===== config.mk =====
export PLATFORM = sky130hd
export DESIGN_NAME = serial_word_feeder_flat
export DESIGN_NICKNAME = d
export VERILOG_FILES = /design/src/rtl/serial_word_feeder_if.sv /design/src/rtl/serial_word_feeder.sv /design/src/flat_wrapper.sv
export SDC_FILE = /design/constraint.sdc
export NUM_CORES = 1
export LEC_CHECK = 0
export CORE_UTILIZATION = 30
export CTS_CLUSTER_SIZE = 40
export DETAILED_ROUTE_END_ITERATION = 8
export PLACE_DENSITY = 0.64
export SLEW_MARGIN = 5
export SYNTH_ARGS = -nofsm -noshare
export SYNTH_HDL_FRONTEND = slang
export SYNTH_SLANG_ARGS = --single-unit

===== constraint.sdc =====
create_clock -name clk -period 1.85 [get_ports clk]
set_input_delay 0.37 -clock clk [delete_from_list [all_inputs] [get_ports clk]]
set_output_delay 0.37 -clock clk [all_outputs]
set_load 0.02 [all_outputs]

===== src/rtl/serial_word_feeder_if.sv =====
// Word handshake between a parallel producer and serial_word_feeder.
// The master drives the word and direction; the slave answers with din_ready.
interface serial_word_feeder_if #(
  parameter int WIDTH = 4
);
  logic [WIDTH-1:0] din;
  logic             din_dir;
  logic             din_valid;
  logic             din_ready;

  modport master (output din, output din_dir, output din_valid, input din_ready);
  modport slave  (input din, input din_dir, input din_valid, output din_ready);
endinterface


===== src/rtl/serial_word_feeder.sv =====
// Serializes parallel words into a WIDTH-deep bidirectional shift register, one bit per clk.
// Optional WORD_COUNT_EN adds a saturating 8-bit count of completed frames (word_count).
module serial_word_feeder #(
  parameter int WIDTH = 4
) (
  input  logic                       clk,
  input  logic                       rst_n,
  serial_word_feeder_if.slave        s_if,
  output logic                       ser_out,
  output logic                       left_out,
  output logic                       busy,
  output logic                       frame_valid
`ifdef WORD_COUNT_EN
  ,
  output logic [7:0]                 word_count
`endif
);

  localparam int            CW   = (WIDTH > 1) ? $clog2(WIDTH) : 1;
  localparam logic [CW-1:0] LAST = CW'(WIDTH - 1);

  typedef enum logic {IDLE, SHIFT} state_t;

  state_t           r_state;
  logic [CW-1:0]    r_cnt;
  logic [WIDTH-1:0] r_shreg;
  logic             r_left;
  logic             r_frame;

  logic             w_last;
  logic             w_ready;
  logic             w_accept;
  logic [WIDTH-1:0] w_order;

  // MSB-first words are read through a bit-reversed view so cnt always indexes bit 0 first.
  function automatic logic [WIDTH-1:0] reverse_bits(input logic [WIDTH-1:0] v);
    logic [WIDTH-1:0] r;
    for (int i = 0; i < WIDTH; i++) begin
      r[i] = v[WIDTH-1-i];
    end
    return r;
  endfunction

  assign w_last   = (r_state == SHIFT) && (r_cnt == LAST);
  assign w_ready  = rst_n & ((r_state == IDLE) | w_last);
  assign w_accept = s_if.din_valid & w_ready;
  assign w_order  = r_left ? reverse_bits(r_shreg) : r_shreg;

  assign s_if.din_ready = w_ready;
  assign ser_out        = (r_state == SHIFT) ? w_order[r_cnt] : 1'b0;
  assign left_out       = r_left;
  assign busy           = (r_state == SHIFT);
  assign frame_valid    = r_frame;

  always_ff @(posedge clk or negedge rst_n) begin
    if (!rst_n) begin
      r_state <= IDLE;
      r_cnt   <= '0;
      r_shreg <= '0;
      r_left  <= 1'b1;
      r_frame <= 1'b0;
    end else begin
      // The last bit enters the downstream register on this edge.
      r_frame <= w_last;
      case (r_state)
        IDLE: begin
          if (w_accept) begin
            r_shreg <= s_if.din;
            r_left  <= s_if.din_dir;
            r_cnt   <= '0;
            r_state <= SHIFT;
          end
        end
        SHIFT: begin
          if (w_last) begin
            r_cnt <= '0;
            if (w_accept) begin
              r_shreg <= s_if.din;
              r_left  <= s_if.din_dir;
            end else begin
              r_state <= IDLE;
            end
          end else begin
            r_cnt <= r_cnt + 1'b1;
          end
        end
        default: begin
          r_state <= IDLE;
          r_cnt   <= '0;
        end
      endcase
    end
  end

`ifdef WORD_COUNT_EN
  logic [7:0] r_word_count;

  always_ff @(posedge clk or negedge rst_n) begin
    if (!rst_n) begin
      r_word_count <= 8'd0;
    end else if (r_frame && (r_word_count != 8'hFF)) begin
      r_word_count <= r_word_count + 8'd1;
    end
  end

  assign word_count = r_word_count;
`endif

endmodule

===== src/flat_wrapper.sv =====
// flat-port wrapper written by rule: the top's interface ports become plain ports
module serial_word_feeder_flat 
#(
  parameter int WIDTH = 4
)
  (clk, rst_n, ser_out, left_out, busy, frame_valid, s_if_din, s_if_din_dir, s_if_din_valid, s_if_din_ready);
  serial_word_feeder_if #(.WIDTH(WIDTH)) s_if_i ();
  input  logic clk;
  input  logic rst_n;
  output logic ser_out;
  output logic left_out;
  output logic busy;
  output logic frame_valid;
  input wire logic [$bits(s_if_i.din)-1:0] s_if_din;
  input wire logic [$bits(s_if_i.din_dir)-1:0] s_if_din_dir;
  input wire logic [$bits(s_if_i.din_valid)-1:0] s_if_din_valid;
  output wire logic [$bits(s_if_i.din_ready)-1:0] s_if_din_ready;
  assign s_if_i.din = s_if_din;
  assign s_if_i.din_dir = s_if_din_dir;
  assign s_if_i.din_valid = s_if_din_valid;
  assign s_if_din_ready = s_if_i.din_ready;
  serial_word_feeder #(.WIDTH(WIDTH)) u_core (.clk(clk), .rst_n(rst_n), .s_if(s_if_i), .ser_out(ser_out), .left_out(left_out), .busy(busy), .frame_valid(frame_valid));
endmodule

# [Word-level counts from Yosys, hierarchy flattened]
# Index checks and enable logic that the tools add are counted.
[word_totals] register_bits=9 latchBits=0 ram_bits=0 romBits=0 in_bits=8 output_inout_bits=5 elab_cells=31 memories=0
[classes] addsub=1 multipliers=0 div=0 order_cmp=1 n_eq_ne=3 n_shift=0 mux=16 bitwise=4 n_reduce_logical=1
[ops] operator="4-bit two-way mux" count=3
[ops] operator="4-bit one-hot mux with 2 select lines" count=1
[ops] operator="1-bit two-way mux" count=6
[ops] operator="2-bit two-way mux" count=2
[ops] operator="1-bit one-hot mux with 2 select lines" count=2
[ops] operator="2-bit one-hot mux with 2 select lines" count=1
[ops] operator="2-bit by 3-bit less-than comparator with 1-bit output, second input constant" count=1
[ops] operator="2-bit by 1-bit adder with 2-bit output, second input constant" count=1
[ops] operator="1-bit bitwise AND" count=2
[ops] operator="1-bit binary-select mux with 2-bit select" count=1
[ops] operator="2-bit equality test, second input constant" count=1
[ops] operator="2-bit by 1-bit != test with 1-bit output, second input constant" count=1
[ops] operator="2-bit != test, second input constant" count=1
[ops] operator="1-bit logical AND" count=1
[ops] operator="1-bit inverter" count=1
[ops] operator="1-bit bitwise OR" count=1

# [Depth between registers and ports, before layout]
# Gate-level depths: netlist of run 1.
[logic_depth] word_depth=8 mapped_depth=4

# [Least setup slack after synthesis of run 1]
# Ideal clock, no wire load.
[synth_path] path_kind="register -> output" startpoint="register u_core.r_cnt[0]" endpoint="output port ser_out" arrival_ns=1.233 t_required_ns=1.480 slack_ns=0.247 stages_incl_launch_ff=5 path_buffers=1 path_cell_list="dfrtp_1 > buf_4 > nor3_1 > a311o_1 > a211oi_2"
[synth_between] elab_chain_cells=3
[synth_rtl] element="from (decl)" line="serial_word_feeder.sv:25" source="logic [CW-1:0] r_cnt;"
[synth_rtl] element="from (signal assigned)" line="serial_word_feeder.sv:84" source="r_cnt <= r_cnt + 1'b1;"
[synth_rtl] element="1-bit binary-select mux with 2-bit select" line="serial_word_feeder.sv:50" source="assign ser_out = (r_state == SHIFT) ? w_order[r_cnt] : 1'b0;"
[synth_rtl] element="1-bit two-way mux (not written as such)" line="serial_word_feeder.sv:50"
[synth_rtl] element="1-bit two-way mux" line="serial_word_feeder.sv:50"
[synth_rtl] element="to (decl)" line="flat_wrapper.sv:10" source="output logic ser_out;"
# Every way passes these cells. The select of a mux whose other input is x is not followed.

# [Worst setup path in the final report of run 1]
[layout_path] startpoint="register u_core.r_left (netlist: u_core.left_out)" endpoint="output port ser_out"
[layout_between] elab_chain_cells=4
[layout_rtl] element="from (decl)" line="serial_word_feeder.sv:27" source="logic r_left;"
[layout_rtl] element="from (signal assigned)" line="serial_word_feeder.sv:69" source="r_left <= s_if.din_dir;"
[layout_rtl] element="from (signal assigned)" line="serial_word_feeder.sv:79" source="r_left <= s_if.din_dir;"
[layout_rtl] element="4-bit two-way mux" line="serial_word_feeder.sv:47" source="assign w_order = r_left ? reverse_bits(r_shreg) : r_shreg;"
[layout_rtl] element="1-bit binary-select mux with 2-bit select" line="serial_word_feeder.sv:50"
[layout_rtl] element="1-bit two-way mux (not written as such)" line="serial_word_feeder.sv:50"
[layout_rtl] element="1-bit two-way mux" line="serial_word_feeder.sv:50"
# Every way passes these cells. The select of a mux whose other input is x is not followed.

==> results of run 1 <==
-- state kept, by name (all words and copies together) (netlist names) --
| signal | count |
|---|---|
| u_core.r_shreg | 4 |
| u_core.left_out | 1 |
| u_core.busy | 1 |
| u_core.frame_valid | 1 |
| u_core.r_cnt | 2 |
-- worst paths after layout --
kind | start | endpoint | slack (ns) | cells after the start
worst max-delay path | u_core.left_out | ser_out | -0.06 | 4
worst min-delay path | rst_n | u_core.busy | 0.42 | 2
worst max register to register | u_core.r_cnt[1] | u_core.r_shreg[0] | 0.16 | 6
worst min register to register | u_core.r_shreg[1] | u_core.r_shreg[1] | 0.53 | 1
max in group asynchronous | rst_n | u_core.left_out | 1.21 | 2
min in group clk | u_core.r_shreg[1] | u_core.r_shreg[1] | 0.53 | 1
-- final cells by class --
| cell class | instances | area [sq um] |
|---|---|---|
| fillers | 136 | 667 |
| multi-input cells | 27 | 241 |
| flip-flops and latches | 9 | 229 |
| repair buffers | 20 | 176 |
| clock buffers | 4 | 26.3 |
| well taps | 15 | 18.8 |
| inverters | 2 | 7.51 |
-- what timing repair did --
item / 4_1_cts / 5_1_grt
setup buffers: 3 / 0
setup endpoints to repair: 3 / 3
hold buffers: 0 / 0
resized for setup: 19 / 2
pin swaps: 5 / 1
cloned: 0 / 0
-- placed cells by master, fill, tap and decap left out, types with 2 or more instances in the layout --
cell	n
mux2_2	5
nand3b_1	2
and2_1	2
dfrtp_2	2
clkdlybuf4s50_1	8
inv_1	2
clkbuf_4	3
dfrtp_1	6
nand2_1	2
nand3_2	2
buf_4	10
-- per-stage QoR --
stage                     power [mW]  setup WS (ns)  area [sq um]
final                           1.20        -0.0611           699
after global routing            1.29        -0.0899           699
after CTS                       1.21        -0.0530           697
after detailed placement       0.969         -0.274           633
after global placement         0.960         -0.238           633
after floorplan                0.728          0.247           464
-- cell families (layout without fill, tap and decap cells) --
kind of cell,Yosys count,after routing
simple gates,14,14
fa+ha+maj,1,1
mux,5,5
buf+inv,3,26
flops,9,9
compound gates,7,7
-- where the power goes --
group          internal [mW]  switching (mW)
Clock                 0.0832          0.0725
Combinational          0.366           0.284
Sequential             0.305          0.0925
-- per-layer routing --
layer,part of all wire (%),vias up,global-route usage (%)
met2,52,12,27.3
met4,0.81,0,7.26
met1,42,192,18.1
li1,-,192,-
met3,4.9,2,4.26
met5,0,-,0
==> results.txt, run 1 <==
----------------------------------------------------
[Power and ir drop]
  Pwr per Cell Area ... 1720 mW/mm^2
  Static leakage power ... 0.304 nW
  Max IR drop VDD ... 0.000857 V

[Logic synthesis]
  Synth top area share ... 43.1%
  Ranking of synthesized cells by area ... dfrtp_1 (43%), mux2_2 (12%), dfstp_2 (5.7%), nand3b_1 (3.2%), a211oi_2 (2.7%)
  Post-synthesis average cell area ... 11.9 sq um
  Synth area leader ... dfrtp_1
  Share of cell area taken by muxes after synthesis ... 12.1%
  Number of different library cells in the post-synthesis netlist ... 23
  Cell area after synthesis ... 464 sq um
  Share of synthesized cell area in full adder, half adder and majority cells ... 2.70%
  Count of flip-flops with a built-in enable after synthesis ... 0
  Syn_nets ... 48
  Post-Synth Simple-Gate Area ... 21.0%
  Post-synthesis register bit count ... 9
  Area fraction in compound gates after synthesis ... 12.1%
  Library cell with the highest instance count after synthesis ... dfrtp_1
  Top_reg_cell synth ... dfrtp_1
  Asr flop ratio synth ... 100%
  Dominant combinational cell family by area after synthesis ... simple AND/OR/NAND/NOR gates
  XOR/XNOR Fraction of Synth Area ... 0%
  Number of standard cells after synthesis ... 39
  Yosys warnings ... 0
  Portion of the post-synthesis area used by sequential elements ... 48.8%
  List of most frequent post-synthesis cells ... dfrtp_1 (8), mux2_2 (5)

[Die]
  Core area ... 0.00137 sq mm
  Die area ... 0.00171 sq mm
  Effective utilization at floorplan ... 34.0%
  Count of boundary I/O pins ... 13
  Horizontal die dimension ... 41.3 um
  Die boundary height ... 41.3 um
  Total number of placement rows ... 13

[STA]
  Hold WS ... 0.417 ns
  Final total negative setup slack ... -0.0611 ns
  Period utilisation layout ... 103%
  Peak clock frequency supported by timing ... 523 MHz
  Final Max Slew Viols ... 0
  Post-route clock skew ... 0.00100 ns
  Worst slew margin relative to its limit ... 80.3%
  Final critical delay including setup and external delays ... 1.91 ns
  Final Setup Violations ... 1
  Transition at the pin with the smallest max-transition slack ... 0.291 ns
  Setup repair after global routing missed its margin ... yes
  Final number of hold-violating endpoints ... 0
  Minimum setup slack in the final design ... -0.0611 ns

[Clocking]
  Number of buffers on the longest clock path ... 2
  CTS Buf Count ... 3
  Number of clock sinks ... 9
  Root buffer cell ... clkbuf_4
  Clock transition at the registers of the reported paths ... 0.07 ns
  H-Tree Level Count ... 1
  Worst-skew pair later-pin latency ... 0.26 ns
  Clock tree from TritonCTS ... yes

[Drt]
  DRT Wirelength ... 983 um
  Wirelength per Cell ... 12.8 um
  ANT nets after route ... 0
  Total via count after detailed routing ... 398
  Total DRC errors in the routed layout ... 0
  Initial detailed-routing violation count ... 8
  Average via count per standard cell ... 5.17
  Number of iterations in the first detailed-routing pass ... 2

[Critical path]
  Delay of the slowest cell on the worst path ... 0.55 ns
  Worst setup path class ... register to output pin
  Family with the most delay on the worst path ... flip-flops
  Required @ worst endpoint ... 1.48 ns
  Buffers and inverters on the worst path ... 1
  Ordered list of cells on the worst path ... or4bb_1 > nand3_2 > a211oi_2 > buf_4
  Largest fanout of any net on the critical path ... 4
  Type of destination of the critical path ... output pin
  CP max stage cell ... dfstp_2
  Critical Path Source Type ... register
  Arrival @ worst endpoint ... 1.54 ns

[GRT]
  Total global routing track utilization ... 15.8%
  Largest net degree at the start of global routing ... 12
  Antenna violations before repair ... 0
  First-pass GRT wire length ... 1.68 mm
  Via count of the first global-routing pass ... 410
  Overall overflow remaining after global route ... 0

[Final layout]
  NumNets Final ... 72
  Antenna diodes ... 0
  Final Core Density ... 51.2%
  Fraction of final layout cells with drive strength greater than 1 ... 43.5%
  Final Instance Count excl. Fillers ... 77
  Area growth, synth to finish ... 50.7%

[Placement]
  Dpl hpwl ... 634 um
  Count of input and output buffers ... 12
  Routability cong. ... 0.751
  Placed Instances ... 70

[Outcome]
  Violations in the final reports ... setup timing
  Result of the run ... finished, violations left

[Flow run]
  Max-capacitance violation count ... 0

[Hold path]
  Worst hold path class ... primary input to async pin

----------------------------------------------------
Note: power is estimated with default switching activity, not from simulation.
==> run 2: changes to the inputs <==
Settings changed: TNS_END_PERCENT set to 20.
Clock period 1.85 ns to 2 ns, I/O delays scaled along.
==> results.txt, run 2 (synthesis results as in run 1) <==
----------------------------------------------------
[STA]
  Peak clock frequency supported by timing ... 500 MHz
  Worst slew margin relative to its limit ... 71.9% (was 80.3%)
  Final Max Slew Viols ... 0 (unchanged)
  Post-route clock skew ... 0.00553 ns (was 0.00100 ns)
  Minimum setup slack in the final design ... -0.00193 ns (was -0.0611 ns)
  Final number of hold-violating endpoints ... 0 (unchanged)
  Final critical delay including setup and external delays ... 2.00 ns
  Final total negative setup slack ... -0.00193 ns (was -0.0611 ns)
  Period utilisation layout ... 100%
  Hold WS ... 0.430 ns (was 0.417 ns)
  Transition at the pin with the smallest max-transition slack ... 0.416 ns (was 0.291 ns)
  Setup repair after global routing missed its margin ... yes (unchanged)
  Final Setup Violations ... 1 (unchanged)

[GRT]
  Antenna violations before repair ... 0 (unchanged)
  Overall overflow remaining after global route ... 0 (unchanged)
  Largest net degree at the start of global routing ... 12 (unchanged)
  Total global routing track utilization ... 14.0% (was 15.8%)
  First-pass GRT wire length ... 1.50 mm (was 1.68 mm)
  Via count of the first global-routing pass ... 371 (was 410)

[Drt]
  ANT nets after route ... 0 (unchanged)
  Average via count per standard cell ... 5.27 (was 5.17)
  Wirelength per Cell ... 13.0 um (was 12.8 um)
  DRT Wirelength ... 963 um (was 983 um)
  Total DRC errors in the routed layout ... 0 (unchanged)
  Number of iterations in the first detailed-routing pass ... 3 (was 2)
  Total via count after detailed routing ... 390 (was 398)
  Initial detailed-routing violation count ... 10 (was 8)

[Placement]
  Count of input and output buffers ... 12 (unchanged)
  Dpl hpwl ... 710 um (was 634 um)
  DP Area ... 626 sq um (was 633 sq um)
  Placed Instances ... 69 (was 70)
  Pre-CTS worst setup slack ... -0.180 ns (was -0.274 ns)
  Routability cong. ... 0.729 (was 0.751)

[Final layout]
  Antenna diodes ... 0 (unchanged)
  Final design instance area without fill ... 662 sq um (was 699 sq um)
  Number of flip-flops in the largest register ... 4 (unchanged)
  Most frequent standard cell in the layout excluding fill and tap cells ... clkdlybuf4s50_1 (was buf_4)
  Fraction of final layout cells with drive strength greater than 1 ... 35.6% (was 43.5%)
  Final Core Density ... 48.4% (was 51.2%)
  NumNets Final ... 69 (was 72)
  Biggest registers after layout ... u_core.r_shreg: 4 flops, u_core.r_cnt: 2 flops (unchanged)
  Commonest non-fill, non-tap cells in the layout ... clkdlybuf4s50_1 (9), buf_4 (6), dfrtp_1 (6) (was buf_4 (10), clkdlybuf4s50_1 (8), dfrtp_1 (6))
  Final Instance Count excl. Fillers ... 74 (was 77)
  Area growth, synth to finish ... 42.6% (was 50.7%)
  Layout fillers ... 141 (was 136)
  Reg with most FFs ... u_core.r_shreg (unchanged)

[Critical path]
  Required @ worst endpoint ... 1.60 ns (was 1.48 ns)
  Delay of the slowest cell on the worst path ... 0.58 ns (was 0.55 ns)
  Type of destination of the critical path ... output pin (unchanged)
  Worst setup path startpoint ... u_core.left_out (unchanged)
  Arrival @ worst endpoint ... 1.60 ns (was 1.54 ns)
  CP max stage cell ... dfstp_2 (unchanged)
  Largest fanout of any net on the critical path ... 7 (was 4)
  Buffers and inverters on the worst path ... 1 (unchanged)
  Critical Path Source Type ... register (unchanged)
  Worst setup path class ... register to output pin (unchanged)
  Beginning of the worst register-to-register path ... u_core.r_cnt[1] (unchanged)
  Ordered list of cells on the worst path ... or4bb_1 > nand3_2 > a211oi_2 > buf_4 (unchanged)
  Family with the most delay on the worst path ... flip-flops (unchanged)

[Clocking]
  H-Tree Level Count ... 1 (unchanged)
  Worst-skew pair later-pin latency ... 0.27 ns (was 0.26 ns)
  Quantity of hold-fixing buffers added after cts ... 0 (unchanged)
  Clock transition at the registers of the reported paths ... 0.07 ns (about the same)
  CTS Buf Count ... 3 (unchanged)
  Root buffer cell ... clkbuf_4 (unchanged)
  Number of buffers on the longest clock path ... 2 (unchanged)
  Clock tree from TritonCTS ... yes (unchanged)
  Number of clock sinks ... 9 (unchanged)

[Die]
  Effective utilization at floorplan ... 34.0% (unchanged)
  Horizontal die dimension ... 41.3 um (unchanged)
  Die area ... 0.00171 sq mm (unchanged)
  Core area ... 0.00137 sq mm (unchanged)
  Die boundary height ... 41.3 um (unchanged)
  Total number of placement rows ... 13 (unchanged)
  Count of boundary I/O pins ... 13 (unchanged)

[Power and ir drop]
  Max IR drop VDD ... 0.000840 V (was 0.000857 V)
  Static leakage power ... 0.289 nW (was 0.304 nW)
  Pwr per Cell Area ... 1580 mW/mm^2 (was 1720 mW/mm^2)
  Overall power consumption ... 1.04 mW (was 1.20 mW)

[Outcome]
  Violations in the final reports ... setup timing (unchanged)
  Result of the run ... finished, violations left (unchanged)

[Hold path]
  Worst hold path class ... primary input to async pin (unchanged)

[Flow run]
  Max-capacitance violation count ... 0 (unchanged)

----------------------------------------------------
[run 2: cell types whose count changed in the layout (fill, tap and decap cells not counted), sizes merged]
cell           delta
clkdlybuf4s50     +1
buf               -3
dlygate4sd2       -1
[run 2: worst reg2reg max path: cells and delay by family, from the launching register on]
kind | cells | cell delay [ns]
mux | 1 | 0.35
flops | 1 | 0.44
buf+inv | 2 | 0.30
simple gates | 2 | 0.31
fa+ha+maj | 1 | 0.19
[run 2: layout make-up]
cell class	count	area (sq um)	area share [%]
flip-flops and latches	9	229	34.6
repair buffers	17	153	23.1
clock buffers	4	26.3	3.97
multi-input cells	27	228	34.4
inverters	2	7.51	1.13
well taps	15	18.8	2.84
[run 2: timing repair]
| action | 4_1_cts | 5_1_grt |
|---|---|---|
| setup endpoints to repair | 2 | 3 |
| setup buffers | 1 | 0 |
| hold endpoints to repair | 0 | 0 |
| pin swaps | 0 | 2 |
| resized for setup | 10 | 3 |
| cloned | 0 | 0 |
[run 2: power by group]
group | total, mW | internal, mW | switching [mW]
logic | 0.505 | 0.286 | 0.219
clock network | 0.151 | 0.0773 | 0.0734
registers | 0.387 | 0.282 | 0.105
total | 1.04 | 0.646 | 0.398
[run 2: metal layers]
layer	track usage, %	wire, um	share of wire (%)
met3	3.19	38	3.9
met2	23.4	467	48
met5	0	0	0
met4	7.26	18	1.9
met1	16.7	438	45
[run 2: path summary, 6_finish.rpt]
check / end / cells after the start / slack (ns)
setup / recovery: ser_out / 4 / -0.002
hold / removal: u_core.r_shreg[0] / 2 / 0.43
setup reg to reg: u_core.r_shreg[2] / 6 / 0.28
hold reg to reg: u_core.r_shreg[1] / 1 / 0.51
max in group asynchronous: u_core.left_out / 2 / 1.35
min in group clk: u_core.r_shreg[1] / 1 / 0.51
==> run 3: changes to the inputs <==
Settings changed: SLEW_MARGIN 5 to 0.
==> results of run 3 <==
Final layout, timing and power as in run 2 (identical DEF).
